==> src/rtl/hpb_wr_arbiter_if.sv <==
// HPB write port signal group between the arbiter and the RCB RAM writer.
// The arbiter drives the write bus; the RAM side returns the completion.
interface hpb_wr_arbiter_if #(
    parameter int ADDR_W = 14,
    parameter int DATA_W = 64
);
    logic [ADDR_W-1:0]   hpb_wr_addr;
    logic [DATA_W-1:0]   hpb_wr_data;
    logic [DATA_W/8-1:0] hpb_wr_byte_en;
    logic                hpb_wr_req;
    logic                rcb_wr_done;

    modport master (
        output hpb_wr_addr,
        output hpb_wr_data,
        output hpb_wr_byte_en,
        output hpb_wr_req,
        input  rcb_wr_done
    );

    modport slave (
        input  hpb_wr_addr,
        input  hpb_wr_data,
        input  hpb_wr_byte_en,
        input  hpb_wr_req,
        output rcb_wr_done
    );
endinterface

==> src/rtl/hpb_wr_arbiter.sv <==
// Round-robin arbiter sharing the single HPB write port into RCB RAM.
// One write in flight; held until rcb_wr_done or the BUSY timeout.
module hpb_wr_arbiter #(
    parameter int NUM_REQ            = 2,
    parameter int RCB_RAM_ADDR_WIDTH = 14,
    parameter int RCB_RAM_WIDTH      = 64,
    parameter int TIMEOUT_CYCLES     = 256
) (
    input  logic                                  clk,
    input  logic                                  reset_n,
    input  logic [NUM_REQ-1:0]                    req_valid,
    input  logic [NUM_REQ*RCB_RAM_ADDR_WIDTH-1:0] req_addr,
    input  logic [NUM_REQ*RCB_RAM_WIDTH-1:0]      req_data,
    input  logic [NUM_REQ*(RCB_RAM_WIDTH/8)-1:0]  req_byte_en,
    output logic [NUM_REQ-1:0]                    req_ack,
    output logic [NUM_REQ-1:0]                    req_done,
    output logic [NUM_REQ-1:0]                    req_err,
    hpb_wr_arbiter_if.master                      hpb,
    output logic                                  busy,
    output logic [$clog2(NUM_REQ)-1:0]            grant_id,
    input  logic                                  err_clr,
    output logic                                  err_timeout,
    output logic                                  err_spurious
);
    localparam int AW  = RCB_RAM_ADDR_WIDTH;
    localparam int DW  = RCB_RAM_WIDTH;
    localparam int BW  = RCB_RAM_WIDTH / 8;
    localparam int IDW = $clog2(NUM_REQ);
    localparam bit TO_EN = (TIMEOUT_CYCLES > 0);
    localparam int CW  = TO_EN ? $clog2(TIMEOUT_CYCLES + 1) : 1;
    localparam logic [CW-1:0] CNT_LAST =
        TO_EN ? CW'(TIMEOUT_CYCLES - 1) : '0;

    typedef enum logic {
        S_IDLE = 1'b0,
        S_BUSY = 1'b1
    } state_e;

    state_e           state_q, state_d;
    logic [IDW-1:0]   rr_q, rr_d;
    logic [IDW-1:0]   grant_q, grant_d;
    logic [CW-1:0]    cnt_q, cnt_d;
    logic [AW-1:0]    addr_q, addr_d;
    logic [DW-1:0]    data_q, data_d;
    logic [BW-1:0]    be_q, be_d;
    logic             wr_req_q, wr_req_d;
    logic             busy_q, busy_d;
    logic [NUM_REQ-1:0] ack_q, ack_d;
    logic [NUM_REQ-1:0] done_q, done_d;
    logic [NUM_REQ-1:0] err_q, err_d;
    logic             to_q, to_d;
    logic             sp_q, sp_d;

    logic [IDW-1:0]   win;
    logic             win_found;
    logic             to_hit;
    logic             to_set;
    logic             sp_set;

    assign to_hit = TO_EN && (cnt_q == CNT_LAST);

    // Pick the first valid requester after the last winner, wrapping.
    always_comb begin
        win       = rr_q;
        win_found = 1'b0;
        for (int k = 1; k <= NUM_REQ; k++) begin
            if (!win_found &&
                req_valid[(int'(rr_q) + k) % NUM_REQ]) begin
                win       = IDW'((int'(rr_q) + k) % NUM_REQ);
                win_found = 1'b1;
            end
        end
    end

    // State register.
    always_ff @(posedge clk) begin
        if (!reset_n) begin
            state_q <= S_IDLE;
        end else begin
            state_q <= state_d;
        end
    end

    // Next-state: grant when idle, release on done or timeout.
    always_comb begin
        state_d = state_q;
        unique case (state_q)
            S_IDLE: begin
                if (|req_valid) state_d = S_BUSY;
            end
            S_BUSY: begin
                if (hpb.rcb_wr_done || to_hit) state_d = S_IDLE;
            end
            default: state_d = S_IDLE;
        endcase
    end

    // Output/datapath next values; done beats a same-cycle timeout.
    always_comb begin
        rr_d     = rr_q;
        grant_d  = grant_q;
        cnt_d    = cnt_q;
        addr_d   = addr_q;
        data_d   = data_q;
        be_d     = be_q;
        wr_req_d = wr_req_q;
        ack_d    = '0;
        done_d   = '0;
        err_d    = '0;
        to_set   = 1'b0;
        sp_set   = 1'b0;
        unique case (state_q)
            S_IDLE: begin
                sp_set = hpb.rcb_wr_done;
                if (|req_valid) begin
                    addr_d     = req_addr[int'(win)*AW +: AW];
                    data_d     = req_data[int'(win)*DW +: DW];
                    be_d       = req_byte_en[int'(win)*BW +: BW];
                    wr_req_d   = 1'b1;
                    ack_d[win] = 1'b1;
                    grant_d    = win;
                    rr_d       = win;
                    cnt_d      = '0;
                end
            end
            S_BUSY: begin
                if (hpb.rcb_wr_done) begin
                    wr_req_d        = 1'b0;
                    done_d[grant_q] = 1'b1;
                end else if (to_hit) begin
                    wr_req_d       = 1'b0;
                    err_d[grant_q] = 1'b1;
                    to_set         = 1'b1;
                end else if (TO_EN) begin
                    cnt_d = cnt_q + 1'b1;
                end
            end
            default: ;
        endcase
        busy_d = (state_d == S_BUSY);
        to_d   = to_set | (to_q & ~err_clr);
        sp_d   = sp_set | (sp_q & ~err_clr);
    end

    // Output and datapath registers; reset clears every output.
    always_ff @(posedge clk) begin
        if (!reset_n) begin
            rr_q     <= IDW'(NUM_REQ - 1);
            grant_q  <= '0;
            cnt_q    <= '0;
            addr_q   <= '0;
            data_q   <= '0;
            be_q     <= '0;
            wr_req_q <= 1'b0;
            busy_q   <= 1'b0;
            ack_q    <= '0;
            done_q   <= '0;
            err_q    <= '0;
            to_q     <= 1'b0;
            sp_q     <= 1'b0;
        end else begin
            rr_q     <= rr_d;
            grant_q  <= grant_d;
            cnt_q    <= cnt_d;
            addr_q   <= addr_d;
            data_q   <= data_d;
            be_q     <= be_d;
            wr_req_q <= wr_req_d;
            busy_q   <= busy_d;
            ack_q    <= ack_d;
            done_q   <= done_d;
            err_q    <= err_d;
            to_q     <= to_d;
            sp_q     <= sp_d;
        end
    end

    assign hpb.hpb_wr_addr    = addr_q;
    assign hpb.hpb_wr_data    = data_q;
    assign hpb.hpb_wr_byte_en = be_q;
    assign hpb.hpb_wr_req     = wr_req_q;
    assign req_ack            = ack_q;
    assign req_done           = done_q;
    assign req_err            = err_q;
    assign busy               = busy_q;
    assign grant_id           = grant_q;
    assign err_timeout        = to_q;
    assign err_spurious       = sp_q;
endmodule
==> src/flat_wrapper.sv <==
// flat-port wrapper written by rule: the top's interface ports become plain ports
module hpb_wr_arbiter_flat 
#(
    parameter int NUM_REQ            = 2,
    parameter int RCB_RAM_ADDR_WIDTH = 14,
    parameter int RCB_RAM_WIDTH      = 64,
    parameter int TIMEOUT_CYCLES     = 256
)
  (clk, reset_n, req_valid, req_addr, req_data, req_byte_en, req_ack, req_done, req_err, busy, grant_id, err_clr, err_timeout, err_spurious, hpb_hpb_wr_addr, hpb_hpb_wr_data, hpb_hpb_wr_byte_en, hpb_hpb_wr_req, hpb_rcb_wr_done);
  hpb_wr_arbiter_if hpb_i ();
  input  logic clk;
  input  logic reset_n;
  input  logic [NUM_REQ-1:0] req_valid;
  input  logic [NUM_REQ*RCB_RAM_ADDR_WIDTH-1:0] req_addr;
  input  logic [NUM_REQ*RCB_RAM_WIDTH-1:0] req_data;
  input  logic [NUM_REQ*(RCB_RAM_WIDTH/8)-1:0] req_byte_en;
  output logic [NUM_REQ-1:0] req_ack;
  output logic [NUM_REQ-1:0] req_done;
  output logic [NUM_REQ-1:0] req_err;
  output logic busy;
  output logic [$clog2(NUM_REQ)-1:0] grant_id;
  input  logic err_clr;
  output logic err_timeout;
  output logic err_spurious;
  output wire logic [$bits(hpb_i.hpb_wr_addr)-1:0] hpb_hpb_wr_addr;
  output wire logic [$bits(hpb_i.hpb_wr_data)-1:0] hpb_hpb_wr_data;
  output wire logic [$bits(hpb_i.hpb_wr_byte_en)-1:0] hpb_hpb_wr_byte_en;
  output wire logic [$bits(hpb_i.hpb_wr_req)-1:0] hpb_hpb_wr_req;
  input wire logic [$bits(hpb_i.rcb_wr_done)-1:0] hpb_rcb_wr_done;
  assign hpb_hpb_wr_addr = hpb_i.hpb_wr_addr;
  assign hpb_hpb_wr_data = hpb_i.hpb_wr_data;
  assign hpb_hpb_wr_byte_en = hpb_i.hpb_wr_byte_en;
  assign hpb_hpb_wr_req = hpb_i.hpb_wr_req;
  assign hpb_i.rcb_wr_done = hpb_rcb_wr_done;
  hpb_wr_arbiter #(.NUM_REQ(NUM_REQ), .RCB_RAM_ADDR_WIDTH(RCB_RAM_ADDR_WIDTH), .RCB_RAM_WIDTH(RCB_RAM_WIDTH), .TIMEOUT_CYCLES(TIMEOUT_CYCLES)) u_core (.clk(clk), .reset_n(reset_n), .req_valid(req_valid), .req_addr(req_addr), .req_data(req_data), .req_byte_en(req_byte_en), .req_ack(req_ack), .req_done(req_done), .req_err(req_err), .hpb(hpb_i), .busy(busy), .grant_id(grant_id), .err_clr(err_clr), .err_timeout(err_timeout), .err_spurious(err_spurious));
endmodule
==> config.mk <==
export PLATFORM = sky130hd
export DESIGN_NAME = hpb_wr_arbiter_flat
export DESIGN_NICKNAME = d
export VERILOG_FILES = /design/src/rtl/hpb_wr_arbiter_if.sv /design/src/rtl/hpb_wr_arbiter.sv /design/src/flat_wrapper.sv
export SDC_FILE = /design/constraint.sdc
export NUM_CORES = 1
export LEC_CHECK = 0
export CAP_MARGIN = 30
export CORE_UTILIZATION = 35
export DETAILED_ROUTE_END_ITERATION = 12
export PLACE_DENSITY_LB_ADDON = 0.25
export SYNTH_ARGS = -nofsm -noshare
export SYNTH_HDL_FRONTEND = slang
export SYNTH_SLANG_ARGS = --single-unit
==> constraint.sdc <==
create_clock -name clk -period 4.1 [get_ports clk]
set_input_delay 0.82 -clock clk [delete_from_list [all_inputs] [get_ports clk]]
set_output_delay 0.82 -clock clk [all_outputs]
set_load 0.005 [all_outputs]
==> flow_summary.toml <==
[route]
drt_wl_total_mm = 13.4
drt-initial-drc-count = 158
drc = 0
via_count = 4201
wl_per_cell_um = 15.2
viasPerCell = 4.78
ant_nets = 0
dr.pass1.iters = 6

[critical_path]
rr_startpoint = "u_core.cnt_q[0]$_SDFFE_PN0P_"
crit_type = "input pin to register"
cpMaxStageDelayCell = "and2_2"
critPathArrivalTime_ns = 2.89
r2r_end = "u_core.cnt_q[3]$_SDFFE_PN0P_"
cp-start-kind = "input pin"
r2r.worst_path.cells = 8
crit_buf_inv = 2
worstPathCellList = "clkdlybuf4s50_1, o21bai_1, and2_2, buf_12, nand2_1, o21ai_0"
ff2ff_setup_slack_ns = 1.79
path_delay_family = "buffers and inverters"
worst-path-stages = 6
cp-end-kind = "register"
cp_slowest_stage_delay_ns = 0.61
path_max_fanout = 57
worstPathRequired_ns = 4.36

[worst_hold_path]
min_to = "u_core.hpb.hpb_wr_data[25]$_SDFFE_PN0P_"
hold_class = "register to register"
hold_depth = 2
worstHoldStart = "u_core.hpb.hpb_wr_data[25]$_SDFFE_PN0P_"

[timing]
period_share_pct = 64.3
finalHoldWorstSlack_ns = 0.451
skew_ns = 0.0116
max_freq_ghz = 0.379
drv_slew = 0
relSlewSlack_pct = 58.3
rsz0062_at_grt = "false"
finalHoldViolCount = 0
worst_pin_slew_ns = 0.626
fin_crit_ns = 2.64
setup_ws_ns = 1.46
setup_violations = 0
setup_tns_ns = 0

[clocking]
ctsHoldBuffers = 0
ctsLongestPathBuffers = 2
clock_latency_ns = 0.34
cts_made_buffers = 9
clk_pin_slew_ns = 0.07
clock-sinks = 107
cts_resized = 0
cts_tree = "done"
cts-root-buf = "clkbuf_16"
htreeDepth = 3
cts_setup_buffers = 0

[final_layout]
diodes = 0
final_util_pct = 62.2
area_growth_pct = 73.7
drive_gt1_share_pct = 3.42
nets = 906

[floorplan]
fp.dieW_um = 113
die_area_sq_mm = 0.0127
std_cell_rows = 40
fp.dieH_um = 113
initial_core_util_pct = 35.8
io_pins = 275
coreArea_sq_mm = 0.0120

[synth]
netlist_area_sq_mm = 0.00428
synth_seq_cells = 107
yosysWarnings = 0
yosysSeqAreaShare_pct = 50.0
synthCells = 467
synthDistinctLibCells = 27
syn_area_per_cell_sq_um = 9.17
syn-num-nets = 647

[power]
p_leak_uw = 0.00290
p_per_area_mw_per_mm2 = 355
ir_drop_mv = 0.171
total_power_uw = 2640

[grt]
grt_pass1_wl_mm = 20.4
grt_max_degree = 58
grt_overflow = 0
antenna_found_initial = 0
first_global_vias = 4144
grt_usage_pct = 20.7

[place]
gp_congestion = 0.778
io_buffer_count = 274
dp_hpwl_mm = 10.5
place_ws_ns = 1.13

[run]
maxCapViolCount = 0

[status]
status = "complete, no violations"
kinds of logic (layout without fill, tap and decap cells):
family | after synthesis | in the layout | share of synthesized area, %
buffers and inverters | 34 | 298 | 3.62
AOI/OAI and AO/OA | 103 | 103 | 12.4
DFF | 107 | 107 | 50.0
adders and majority gates | 2 | 2 | 0.585
and+or+nand+nor | 132 | 132 | 12.6
muxes | 86 | 86 | 20.1
xor gates and xnor gates | 3 | 3 | 0.614
state kept, by name, summed over array words and instances (netlist names):
register / flops
u_core.err_spurious: 1
u_core.hpb.hpb_wr_addr: 14
u_core.req_done: 2
u_core.cnt_q: 9
u_core.busy: 1
u_core.rr_q: 1
u_core.hpb.hpb_wr_byte_en: 8
u_core.req_ack: 2
u_core.req_err: 2
u_core.hpb.hpb_wr_req: 1
u_core.grant_id: 1
u_core.err_timeout: 1
u_core.hpb.hpb_wr_data: 64
how the worst max path moves through the flow:
stage,slack (ns),endpoint,start
after detailed placement,1.13,u_core.hpb.hpb_wr_data[50]$_SDFFE_PN0P_,req_valid[1]
after floorplan,2.02,u_core.cnt_q[3]$_SDFFE_PN0P_,u_core.cnt_q[0]$_SDFFE_PN0P_
after CTS,1.48,u_core.hpb.hpb_wr_data[50]$_SDFFE_PN0P_,req_valid[1]
final,1.46,u_core.hpb.hpb_wr_addr[6]$_SDFFE_PN0P_,req_valid[1]
after global routing,1.26,u_core.hpb.hpb_wr_addr[6]$_SDFFE_PN0P_,req_valid[1]
after global placement,1.23,u_core.rr_q$_SDFFE_PN1P_,req_valid[1]
metal layers:
metal | GRT usage [%] | routed length [um]
met1 | 22.3 | 5230
met2 | 38.9 | 6930
met3 | 5.29 | 906
met4 | 7.38 | 282
met5 | 0 | 0
layout by cell type (no fill, tap or decap), drive strengths merged, types with 2 or more instances in the layout:
cell             n
dfxtp          107
nor2            20
xnor2            3
mux2i           86
buf              5
nand2b           2
inv              5
clkdlybuf4s50  274
nor2b            4
nand2           92
ha               2
clkbuf          11
clkinv           2
a211oi           2
nand3            7
a21oi            8
o21ai           89
and2             2
synth_stat cells:
| library cell | n | share of area, % |
|---|---|---|
| nor3_1 | 1 | 0.12 |
| mux2i_1 | 86 | 20 |
| and2_4 | 1 | 0.20 |
| dfxtp_1 | 107 | 50 |
| a311oi_1 | 1 | 0.20 |
| nand2b_1 | 2 | 0.29 |
| or3_1 | 1 | 0.15 |
| nand4_1 | 1 | 0.15 |
| buf_2 | 19 | 2.2 |
| o22ai_1 | 1 | 0.15 |
| buf_4 | 1 | 0.18 |
| nor2_1 | 20 | 1.8 |
| o21bai_1 | 1 | 0.18 |
| inv_1 | 3 | 0.26 |
| ha_1 | 2 | 0.58 |
| and2_1 | 1 | 0.15 |
| a22oi_1 | 1 | 0.18 |
| or2_1 | 1 | 0.15 |
| nor2b_1 | 4 | 0.58 |
| or3b_1 | 1 | 0.20 |
| a211oi_1 | 2 | 0.35 |
| a21oi_1 | 8 | 0.94 |
| clkbuf_1 | 11 | 0.96 |
| nand3_1 | 7 | 0.82 |
| o21ai_0 | 89 | 10 |
| nand2_1 | 92 | 8.1 |
| xnor2_1 | 3 | 0.61 |
layout make-up:
| cell class | count | area, sq um |
|---|---|---|
| clock buffers | 11 | 253 |
| well taps | 147 | 184 |
| inverters | 3 | 11.3 |
| repair buffers | 279 | 2810 |
| clock inverters | 5 | 45.0 |
| multi-input cells | 326 | 2000 |
| flip-flops and latches | 107 | 2140 |
| fillers | 1000 | 4530 |
report_power, final:
part,internal [uW],switching [uW]
combinational,394,226
clock,454,388
sequential,1130,45.8
metrics by stage:
step                      std cells  cell area, sq um
after global placement          862              7140
after CTS                       878              7440
after detailed placement        862              7140
after global routing            878              7440
after floorplan                 467              4280
final                           878              7440
worst min-delay path, stage by stage, from the launching register on:
cell     delay [ns]
dfxtp_1        0.32
nand2_1        0.04
o21ai_0        0.05
Note: power is estimated with default switching activity, not from simulation.
